### config.mk
export PLATFORM = sky130hd
export DESIGN_NAME = id_ex_stage
export DESIGN_NICKNAME = d
export VERILOG_FILES = /design/src/rtl/id_ex_stage_pkg.sv /design/src/rtl/id_ex_stage_hazard_detect.sv /design/src/rtl/id_ex_stage.sv
export SDC_FILE = /design/constraint.sdc
export NUM_CORES = 1
export LEC_CHECK = 0
export BUFFER_PORTS_ARGS = -buffer_cell sky130_fd_sc_hd__buf_2
export CORE_AREA = 2 2 135 137
export DETAILED_ROUTE_END_ITERATION = 6
export DIE_AREA = 0 0 137 139
export HOLD_SLACK_MARGIN = 0.02
export PLACE_DENSITY_LB_ADDON = 0.08
export SYNTH_ARGS = -nofsm -noshare
export SYNTH_HDL_FRONTEND = slang
export SYNTH_SLANG_ARGS = --single-unit
### constraint.sdc
create_clock -name clk -period 4.1 [get_ports clk]
set_clock_uncertainty 0.2 [all_clocks]
set_input_delay 0 -clock clk [delete_from_list [all_inputs] [get_ports clk]]
set_output_delay 0 -clock clk [all_outputs]
set_load 0.02 [all_outputs]
### src/rtl/id_ex_stage_pkg.sv
// Shared types for the ID/EX pipeline register: datapath width, control FSM
// encoding, ALU operation classes and the per-edge action selected by the stage.
package id_ex_stage_pkg;

  localparam int XLEN_DEFAULT = 32;
  localparam int CNT_W        = 16;

  typedef enum logic {
    ST_RUN    = 1'b0,
    ST_BUBBLE = 1'b1
  } state_t;

  typedef enum logic [1:0] {
    ALUOP_ADD   = 2'b00,
    ALUOP_SUB   = 2'b01,
    ALUOP_FUNCT = 2'b10,
    ALUOP_IMM   = 2'b11
  } aluop_t;

  // Highest-priority action wins on each edge.
  typedef enum logic [1:0] {
    ACT_LOAD   = 2'b00,
    ACT_BUBBLE = 2'b01,
    ACT_HOLD   = 2'b10,
    ACT_FLUSH  = 2'b11
  } action_t;

  typedef struct packed {
    logic       regwrite;
    logic       memread;
    logic       memwrite;
    logic       memtoreg;
    logic       alusrc;
    logic       branch;
    logic [1:0] aluop;
  } ctrl_t;

  function automatic logic [CNT_W-1:0] sat_inc(input logic [CNT_W-1:0] cnt);
    return (&cnt) ? cnt : cnt + 1'b1;
  endfunction

endpackage

### src/rtl/id_ex_stage_hazard_detect.sv
// Combinational load-use hazard term: a load in EX whose destination is a
// non-zero register actually read by the instruction waiting in ID.
module hazard_detect (
  input  logic       ex_valid,
  input  logic       ex_memread,
  input  logic [4:0] ex_rd,
  input  logic       id_valid,
  input  logic [4:0] id_rs1,
  input  logic [4:0] id_rs2,
  input  logic       id_rs1_used,
  input  logic       id_rs2_used,
  output logic       hazard
);

  assign hazard = ex_valid && ex_memread && (ex_rd != 5'd0) && id_valid &&
                  ((id_rs1_used && (id_rs1 == ex_rd)) ||
                   (id_rs2_used && (id_rs2 == ex_rd)));

endmodule

### src/rtl/id_ex_stage.sv
// ID/EX pipeline register with load-use bubble insertion, branch flush,
// downstream hold and saturating bubble/flush event counters.
module id_ex_stage
  import id_ex_stage_pkg::*;
#(
  parameter int XLEN = XLEN_DEFAULT
) (
  input  logic            clk,
  input  logic            rst_n,
  input  logic            id_valid,
  input  logic [XLEN-1:0] id_pc,
  input  logic [XLEN-1:0] id_rdata1,
  input  logic [XLEN-1:0] id_rdata2,
  input  logic [XLEN-1:0] id_imm,
  input  logic [4:0]      id_rs1,
  input  logic [4:0]      id_rs2,
  input  logic [4:0]      id_rd,
  input  logic            id_rs1_used,
  input  logic            id_rs2_used,
  input  logic            id_regwrite,
  input  logic            id_memread,
  input  logic            id_memwrite,
  input  logic            id_memtoreg,
  input  logic            id_alusrc,
  input  logic            id_branch,
  input  logic [1:0]      id_aluop,
  input  logic            ex_branch_taken,
  input  logic            mem_stall,
  output logic            ex_valid,
  output logic [XLEN-1:0] ex_pc,
  output logic [XLEN-1:0] ex_rdata1,
  output logic [XLEN-1:0] ex_rdata2,
  output logic [XLEN-1:0] ex_imm,
  output logic [4:0]      ex_rs1,
  output logic [4:0]      ex_rs2,
  output logic [4:0]      ex_rd,
  output logic            ex_regwrite,
  output logic            ex_memread,
  output logic            ex_memwrite,
  output logic            ex_memtoreg,
  output logic            ex_alusrc,
  output logic            ex_branch,
  output logic [1:0]      ex_aluop,
  output logic            pc_write,
  output logic            if_id_write,
  output logic            load_use_stall,
  output logic [CNT_W-1:0] bubble_cnt,
  output logic [CNT_W-1:0] flush_cnt
);

  state_t  state;
  action_t act;
  ctrl_t   id_ctrl;
  ctrl_t   ex_ctrl;
  logic    hazard;

  assign id_ctrl = '{regwrite: id_regwrite, memread: id_memread, memwrite: id_memwrite,
                     memtoreg: id_memtoreg, alusrc: id_alusrc, branch: id_branch,
                     aluop: id_aluop};

  assign ex_regwrite = ex_ctrl.regwrite;
  assign ex_memread  = ex_ctrl.memread;
  assign ex_memwrite = ex_ctrl.memwrite;
  assign ex_memtoreg = ex_ctrl.memtoreg;
  assign ex_alusrc   = ex_ctrl.alusrc;
  assign ex_branch   = ex_ctrl.branch;
  assign ex_aluop    = ex_ctrl.aluop;

  hazard_detect u_hazard_detect (
    .ex_valid    (ex_valid),
    .ex_memread  (ex_memread),
    .ex_rd       (ex_rd),
    .id_valid    (id_valid),
    .id_rs1      (id_rs1),
    .id_rs2      (id_rs2),
    .id_rs1_used (id_rs1_used),
    .id_rs2_used (id_rs2_used),
    .hazard      (hazard)
  );

  // NOTE: every path assigns act, so this always_comb cannot infer a latch.
  always_comb begin
    act = ACT_LOAD;
    if (ex_branch_taken)  act = ACT_FLUSH;
    else if (mem_stall)   act = ACT_HOLD;
    else if (hazard)      act = ACT_BUBBLE;
  end

  assign load_use_stall = hazard && !ex_branch_taken;
  // Front end keeps advancing while in reset, whatever mem_stall says.
  assign pc_write    = !rst_n || !((act == ACT_HOLD) || (act == ACT_BUBBLE));
  assign if_id_write = pc_write;

  // NOTE: sequential state uses non-blocking assignments only, so every
  // register samples pre-edge values regardless of statement order.
  always_ff @(posedge clk or negedge rst_n) begin
    if (!rst_n) begin
      state      <= ST_RUN;
      ex_valid   <= 1'b0;
      ex_pc      <= '0;
      ex_rdata1  <= '0;
      ex_rdata2  <= '0;
      ex_imm     <= '0;
      ex_rs1     <= '0;
      ex_rs2     <= '0;
      ex_rd      <= '0;
      ex_ctrl    <= '0;
      bubble_cnt <= '0;
      flush_cnt  <= '0;
    end else begin
      case (state)
        ST_RUN:    if (act == ACT_BUBBLE) state <= ST_BUBBLE;
        ST_BUBBLE: if (act != ACT_HOLD)   state <= ST_RUN;
        default:   state <= ST_RUN;
      endcase

      case (act)
        ACT_FLUSH: begin
          ex_valid  <= 1'b0;
          ex_ctrl   <= '0;
          flush_cnt <= sat_inc(flush_cnt);
        end
        ACT_HOLD: ;
        ACT_BUBBLE: begin
          ex_valid   <= 1'b0;
          ex_ctrl    <= '0;
          ex_rd      <= '0;
          bubble_cnt <= sat_inc(bubble_cnt);
        end
        default: begin
          ex_valid  <= id_valid;
          ex_pc     <= id_pc;
          ex_rdata1 <= id_rdata1;
          ex_rdata2 <= id_rdata2;
          ex_imm    <= id_imm;
          ex_rs1    <= id_rs1;
          ex_rs2    <= id_rs2;
          ex_rd     <= id_rd;
          ex_ctrl   <= id_valid ? id_ctrl : '0;
        end
      endcase
    end
  end

endmodule

==> metrics.md, run 1 <==
| Metric | Value |
|---|---|
| I/O pin count | `345` |
| Top routing layer used | `met4` |
| Core Box Area | `17,700 µm²` |
| CTS buffer count | `17` |
| TritonRoute pass-1 iters | `4` |
| Final layout net count | `1,178` |
| Maximum VDD drop | `0.358 mV` |
| Cell Pwr Density | `473 nW/µm²` |
| Type of origin of the critical path | `flop` |
| Final WL | `20.8 mm` |
| Fillers | `1,362` |
| Clock sinks | `184` |
| Max Fclk | `290 MHz` |
| Initial antenna violation count | `0` |
| Register bit total from synthesis | `184` |
| Final setup violation count | `0` |
| Storage cell area | `4600 µm²` |
| Max_cap viols | `0` |
| 1st-iter DRT viols | `185` |
| Largest net degree at the start of global routing | `139` |
| Post-synthesis area per instance | `14.6 µm²` |
| Sequential area share after synthesis | `62.9%` |
| Final WS setup | `0.649 ns` |
| Global Route Usage Sum | `21.8%` |
| RSZ-0062 raised after global routing | `false` |
| Met2 WL | `10.6 mm` |
| Ant. Diodes | `0` |
| Category of the critical setup timing path | `flop to flop` |
| Initial Util | `41.4%` |
| Mapped Nets | `664` |
| Post-CTS Hold Buffers | `167` |
| Final worst-path cycle share | `84.2%` |
| Die area | `19,000 µm²` |
| CTS-repair resized insts | `0` |
| PortBufs | `344` |
| CTS Buffer Depth | `2` |
| Cells on worst reg2reg path | `9` |
| Post-placement cell count | `1,057` |
| WL per Instance | `16.6 µm` |
| Remaining Overflow, GRT | `0` |
| Clock Tree Root | `clkbuf_16` |
| TNS Setup | `0 ns` |
| Worst EP arrival | `3.60 ns` |
| Met3 wire len | `1.29 mm` |
| Max-slew headroom | `42.2%` |
| Lkg Pwr | `0.00564 µW` |
| DR vias | `5,954` |
| Worst-path clk slew | `0.07 ns` |
| Mapped Cells | `500` |
| CTS tree | `yes` |
| Die width | `137 µm` |
| Outcome | `completed` |
| Post-CTS setup buffer count | `0` |
| Fin cells | `1,254` |
| First-pass GRT wire length | `32.3 mm` |
| Vias per cell | `4.75` |
| Multi-input gate area | `2640 µm²` |
| Synthesis Warnings | `0` |
| DP Worst Slack | `0.964 ns` |
| Min-Delay Path Class | `primary input to asynchronous set/reset pin` |
| Residual DRC count | `0` |
| Metal-1 WL | `8.15 mm` |
| Synth-to-Final Area Change | `58.0%` |
| Pins Over Slew Limit | `0` |
| # H-tree levels | `4` |
| Final hold violations | `0` |
| Minimum clock period | `3.45 ns` |
| DP HPWL | `13.9 mm` |
| Synth unique cells | `37` |
| GPL Wtd Cong | `0.775` |
| WP data required | `4.25 ns` |
| Netlist Area Pre-Place | `7310 µm²` |
| Worst-Margin Slew | `0.867 ns` |
| Vias in the first global route | `6,337` |
| Die H | `139 µm` |
| Share of layout cells above drive strength 1 | `51.3%` |
| Max FO, Critical Path | `10` |
| Routed Antenna Nets | `0` |
| Rows | `49` |
| Worst-Skew Late Latency | `0.42 ns` |
| CP Capture Type | `flop` |
state kept, by name, summed over array words and instances, names as in the netlist:
signal / count
ex_valid: 1
ex_memread: 1
ex_memwrite: 1
ex_regwrite: 1
ex_alusrc: 1
ex_aluop: 2
bubble_cnt: 16
ex_rs1: 5
ex_rs2: 5
flush_cnt: 16
ex_memtoreg: 1
ex_rdata2: 32
ex_imm: 32
ex_pc: 32
ex_branch: 1
ex_rd: 5
ex_rdata1: 32
power breakdown:
group          switching [µW]  internal, µW
combinational             819           663
sequential                223          2140
clock                     691           926
synthesized netlist by cell type:
library cell    n  area (µm²)
xnor2_1        23         201
nor2b_1         3        18.8
or3_1           1        6.26
dfrtp_1       184        4600
a21oi_1         2        10.0
o21ai_0         6        30.0
mux2_2        141        1590
nand3b_1        1        7.51
a31oi_1         5        31.3
a21o_2          1        8.76
buf_1           2        7.51
a311oi_4        1        26.3
a22o_1          8        70.1
and4_1          2        17.5
nand2b_1        2        12.5
o22ai_1         1        6.26
ha_1            6        75.1
and3_2          1        7.51
xor2_1          9        78.8
a41oi_1         1        8.76
or2b_2          1        8.76
a211oi_1        1        7.51
buf_4           1        7.51
and3_1         11        68.8
nand3_1        14        70.1
or2_2           2        12.5
nand2_1        25        93.8
o21a_1          2        15.0
a21boi_0        1        7.51
nand4_1         6        37.5
nor3_1          4        20.0
a31oi_2         1        12.5
nor2_1         11        41.3
clkbuf_1       15        56.3
nor4_1          1        6.26
o311a_4         1        21.3
inv_1           3        11.3
critical path: stages (launching register included):
cell and delay (ns):
dfrtp_1 0.47, xnor2_1 0.20, nand4_1 0.10, o22ai_1 0.38, and3_2 0.27, nor2_1 0.08
ha_1 0.37, a311oi_4 0.49, a22o_1 0.24, dlygate4sd3_1 0.59
per-layer routing:
| layer | vias up | GRT usage, % |
|---|---|---|
| met1 | 2878 | 24.5 |
| met5 | - | 0 |
| met4 | 0 | 10.2 |
| met2 | 225 | 38.6 |
| li1 | 2798 | - |
| met3 | 53 | 5.15 |
metrics by stage:
step	total power (µW)	area, µm²	hold slack (ns)	utilization (%)
3_5_place_dp	3750	9310	-0.0590	52.7
6_report	5460	11600	0.00599	65.5
2_1_floorplan	3160	7310	-0.496	-
3_3_place_gp	3700	9310	-0.0777	52.7
5_1_grt	5740	11600	0.0868	65.5
4_1_cts	5510	11600	0.0436	65.5
layout by cell type (no fill, tap or decap), types with 2 or more instances in the layout:
cell type      Yosys  routed
buf_2              0     343
dfrtp_1          184     184
dlygate4sd3_1      0     167
mux2_2           141     141
nand2_1           25      25
xnor2_1           23      23
clkbuf_16          0      17
nand3_1           14      14
nor2_1            11      11
and3_1            11      11
xor2_1             9       9
a22o_1             8       8
nand4_1            6       6
o21ai_0            6       6
a31oi_1            5       5
ha_1               6       5
nor3_1             4       4
clkinv_2           0       4
nor2b_1            3       3
inv_1              3       3
inv_6              0       3
or2_2              2       2
nand2b_1           2       2
and4_1             2       2
a21oi_1            2       2
o21a_1             2       2
bufinv_16          0       2
clkbuf_8           0       2
buf_12             0       2
layout make-up:
class	instances	area share, %
Timing Repair Buffer	513	29.8
Tap cell	229	2.48
Clock buffer	19	3.92
Sequential cell	184	39.8
Inverter	3	0.0974
Clock inverter	11	1.06
Multi-Input combinational cell	295	22.8
path summary, 6_finish.rpt:
path	from	end	slack [ns]
worst max-delay path	ex_rd[2]	ex_regwrite	0.65
max in group asynchronous	rst_n	ex_imm[20]	2.69
worst min register to register	ex_imm[31]	ex_imm[31]	0.30
min in group clk	mem_stall	ex_valid	0.12
worst max register to register	ex_rd[2]	ex_regwrite	0.65
worst min-delay path	rst_n	flush_cnt[10]	0.006
logic make-up (layout without fill, tap and decap cells):
family          count (synthesis)  in the layout  share of synthesized area [%]
compound gates                 31             31                           3.49
fa+ha+maj                       6              6                           1.03
simple gates                   85             85                           5.87
xor+xnor                       32             32                           3.83
buf+inv                        21            546                           1.13
mux                           141            141                           21.7
flops                         184            184                           62.9
(Power assumes the default switching activity.)
==> run 2: changes to the inputs <==
Settings changed: CORE_AREA 2 2 135 137 to default, CORE_UTILIZATION from default to 42, DIE_AREA 0 0 137 139 to default.
Clock period 4.1 ns to 2.8 ns, I/O delays scaled along.
==> metrics.md, run 2 (synthesis gave the netlist of run 1 again) <==
| Metric | Value |
|---|---|
| Outcome | `completed` |
| Crit-path cells | `or3_1 -> o311a_4 -> and3_2 -> nor2_2 -> ha_1 -> nand2b_1 -> buf_2` |
| WL per Instance | `16.7 µm (+0.37%)` |
| GPL Wtd Cong | `0.830 (+7.2%)` |
| Max-slew headroom | `60.8% (+19 points)` |
| CTS tree | `yes` |
| Worst EP arrival | `2.53 ns (-1.07 ns)` |
| Largest net degree at the start of global routing | `76 (-45%)` |
| DP Worst Slack | `-0.0148 ns (-0.979 ns)` |
| Vias in the first global route | `6,578 (+3.8%)` |
| Vias per cell | `4.79 (+0.90%)` |
| Flop2flop setup slack | `0.08 ns (-0.57 ns)` |
| Commonest cells after routing, fill and taps aside | `buf_2 (343), dfrtp_1 (183), dlygate4sd3_1 (157), mux2_2 (141), nand2_1 (25)` |
| DP HPWL | `14.6 mm (+5.2%)` |
| Min-Delay Path Class | `primary input to flop` |
| Final WL | `21.0 mm (+0.93%)` |
| Worst-Skew Late Latency | `0.42 ns (about the same)` |
| Final instance area | `11,800 µm² (+1.8%)` |
| WP data required | `2.60 ns (-1.65 ns)` |
| Most Crowded Layer GR | `met2` |
| Final WS setup | `0.0713 ns (-0.578 ns)` |
| Initial Util | `43.5% (+2.1 points)` |
| Lkg Pwr | `0.00570 µW (+1.2%)` |
| Final hold violations | `0 (unchanged)` |
| Residual DRC count | `0 (unchanged)` |
| First-pass GRT wire length | `33.2 mm (+2.8%)` |
| Core Box Area | `16,800 µm² (-4.7%)` |
| Final setup violation count | `0 (unchanged)` |
| Worst-path clk slew | `0.07 ns (about the same)` |
| Hold path depth | `3` |
| Worst R2R End | `bubble_cnt[13]` |
| CTS Buffer Depth | `2 (unchanged)` |
| Global Route Usage Sum | `24.0% (+2.2 points)` |
| CP max stage cell | `dfrtp_2` |
| Max stage delay on crit path | `0.41 ns (-0.18 ns)` |
| Maximum VDD drop | `0.502 mV (+40%)` |
| Die width | `134 µm (-2.2%)` |
| Die area | `17,900 µm² (-5.8%)` |
| Type of origin of the critical path | `flop` |
| Hold EP | `ex_rdata1[22]` |
| Max FO, Critical Path | `3 (-7)` |
| Routed Antenna Nets | `0 (unchanged)` |
| DR vias | `6,041 (+1.5%)` |
| Cell Pwr Density | `688 nW/µm² (+45%)` |
| Rows | `47 (-4.1%)` |
| Total Power | `8090 µW (+48%)` |
| I/O pin count | `345 (unchanged)` |
| Met1 usage in global routing | `26.4% (+1.9 points)` |
| Max Fclk | `366 MHz` |
| Final worst-path cycle share | `97.5%` |
| PortBufs | `344 (unchanged)` |
| Max_cap viols | `0 (unchanged)` |
| # H-tree levels | `4 (unchanged)` |
| Die H | `134 µm (-3.6%)` |
| Pins Over Slew Limit | `0 (unchanged)` |
| Remaining Overflow, GRT | `0 (unchanged)` |
| TritonRoute pass-1 iters | `4 (unchanged)` |
| Multi-input gate area | `2720 µm² (+3.1%)` |
| Cells on worst reg2reg path | `11 (+2)` |
| RSZ-0062 raised after global routing | `true` |
| DP Area | `9490 µm² (+1.9%)` |
| Clock Tree Root | `clkbuf_16` |
| Storage cell area | `4610 µm² (about the same)` |
| Final layout net count | `1,192 (+1.2%)` |
| Fillers | `1,207 (-11%)` |
| Minimum clock period | `2.73 ns` |
| Synth-to-Final Area Change | `60.8%` |
| Clock sinks | `184 (unchanged)` |
| CP Capture Type | `output port` |
| Hold path start | `id_rdata1[22]` |
| FF-to-FF Start | `ex_rd[1]` |
| Worst-Margin Slew | `0.583 ns (-0.284 ns)` |
| Met3 Use GR | `6.24% (+1.1 points)` |
| Most common cell after layout, fill and taps aside | `buf_2` |
| Initial antenna violation count | `1 (+1)` |
| 1st-iter DRT viols | `156 (-16%)` |
| Routing usage on met2 | `43.1% (+4.5 points)` |
| Share of layout cells above drive strength 1 | `54.1% (+2.8 points)` |
| Category of the critical setup timing path | `flop to output port` |
| CTS buffer count | `17 (unchanged)` |
[run 2: worst max path at each step]
stage / startpoint / end / slack, ns / cells after the start
floorplan: ex_rd[0] / ex_rdata1[0] / -0.01 / 8
global placement: ex_rd[0] / flush_cnt[4] / 0.02 / 10
finish: ex_rd[1] / pc_write / 0.07 / 7
global route: ex_rd[1] / bubble_cnt[13] / -0.08 / 11
CTS: ex_rd[1] / bubble_cnt[14] / 0.02 / 11
detailed placement: ex_rd[0] / ex_imm[8] / -0.01 / 7
[run 2: timing repair]
item,CTS,global route
pin swaps,0,3
resized for setup,3,15
hold buffers,157,0
setup endpoints to repair,20,56
endpoints found under the hold margin,235,0
buffers inserted,0,3
[run 2: where the power goes]
group	switching (µW)	leakage [µW]	internal, µW
clock network	1020	0.000288	1410
logic	1230	0.00317	993
registers	309	0.00224	3130
[run 2: metrics by stage]
stage	hold slack [ns]	util (%)	std cells	setup TNS, ns
2_1_floorplan	-0.496	-	500	-0.118
3_3_place_gp	-0.111	56.4	1069	0
3_5_place_dp	-0.104	56.4	1069	-0.135
4_1_cts	0.112	69.3	1257	0
5_1_grt	0.132	69.9	1260	-0.373
6_report	0.134	70.0	1261	0
[run 2: critical path, delay by kind of cell, from the launching register on]
kind | cells | cell delay (ns)
and+or+nand+nor | 4 | 0.93
AOI/OAI and AO/OA | 1 | 0.31
adders and majority gates | 1 | 0.26
DFF | 1 | 0.41
buffers and inverters | 1 | 0.20
[run 2: area by class of cell]
cell class | instances | area share [%]
sequential | 184 | 39.1
timing repair buffer | 527 | 30.2
clock inverter | 13 | 1.43
inverter | 3 | 0.0957
antenna | 1 | 0.0213
tap | 220 | 2.34
multi-input combinational | 295 | 23.1
clock buffer | 18 | 3.65
[run 2: metal layers]
metal	wire length, µm	vias up
met4	771	0
met5	0	-
li1	-	2834
met2	11000	230
met1	7850	2926
met3	1360	51
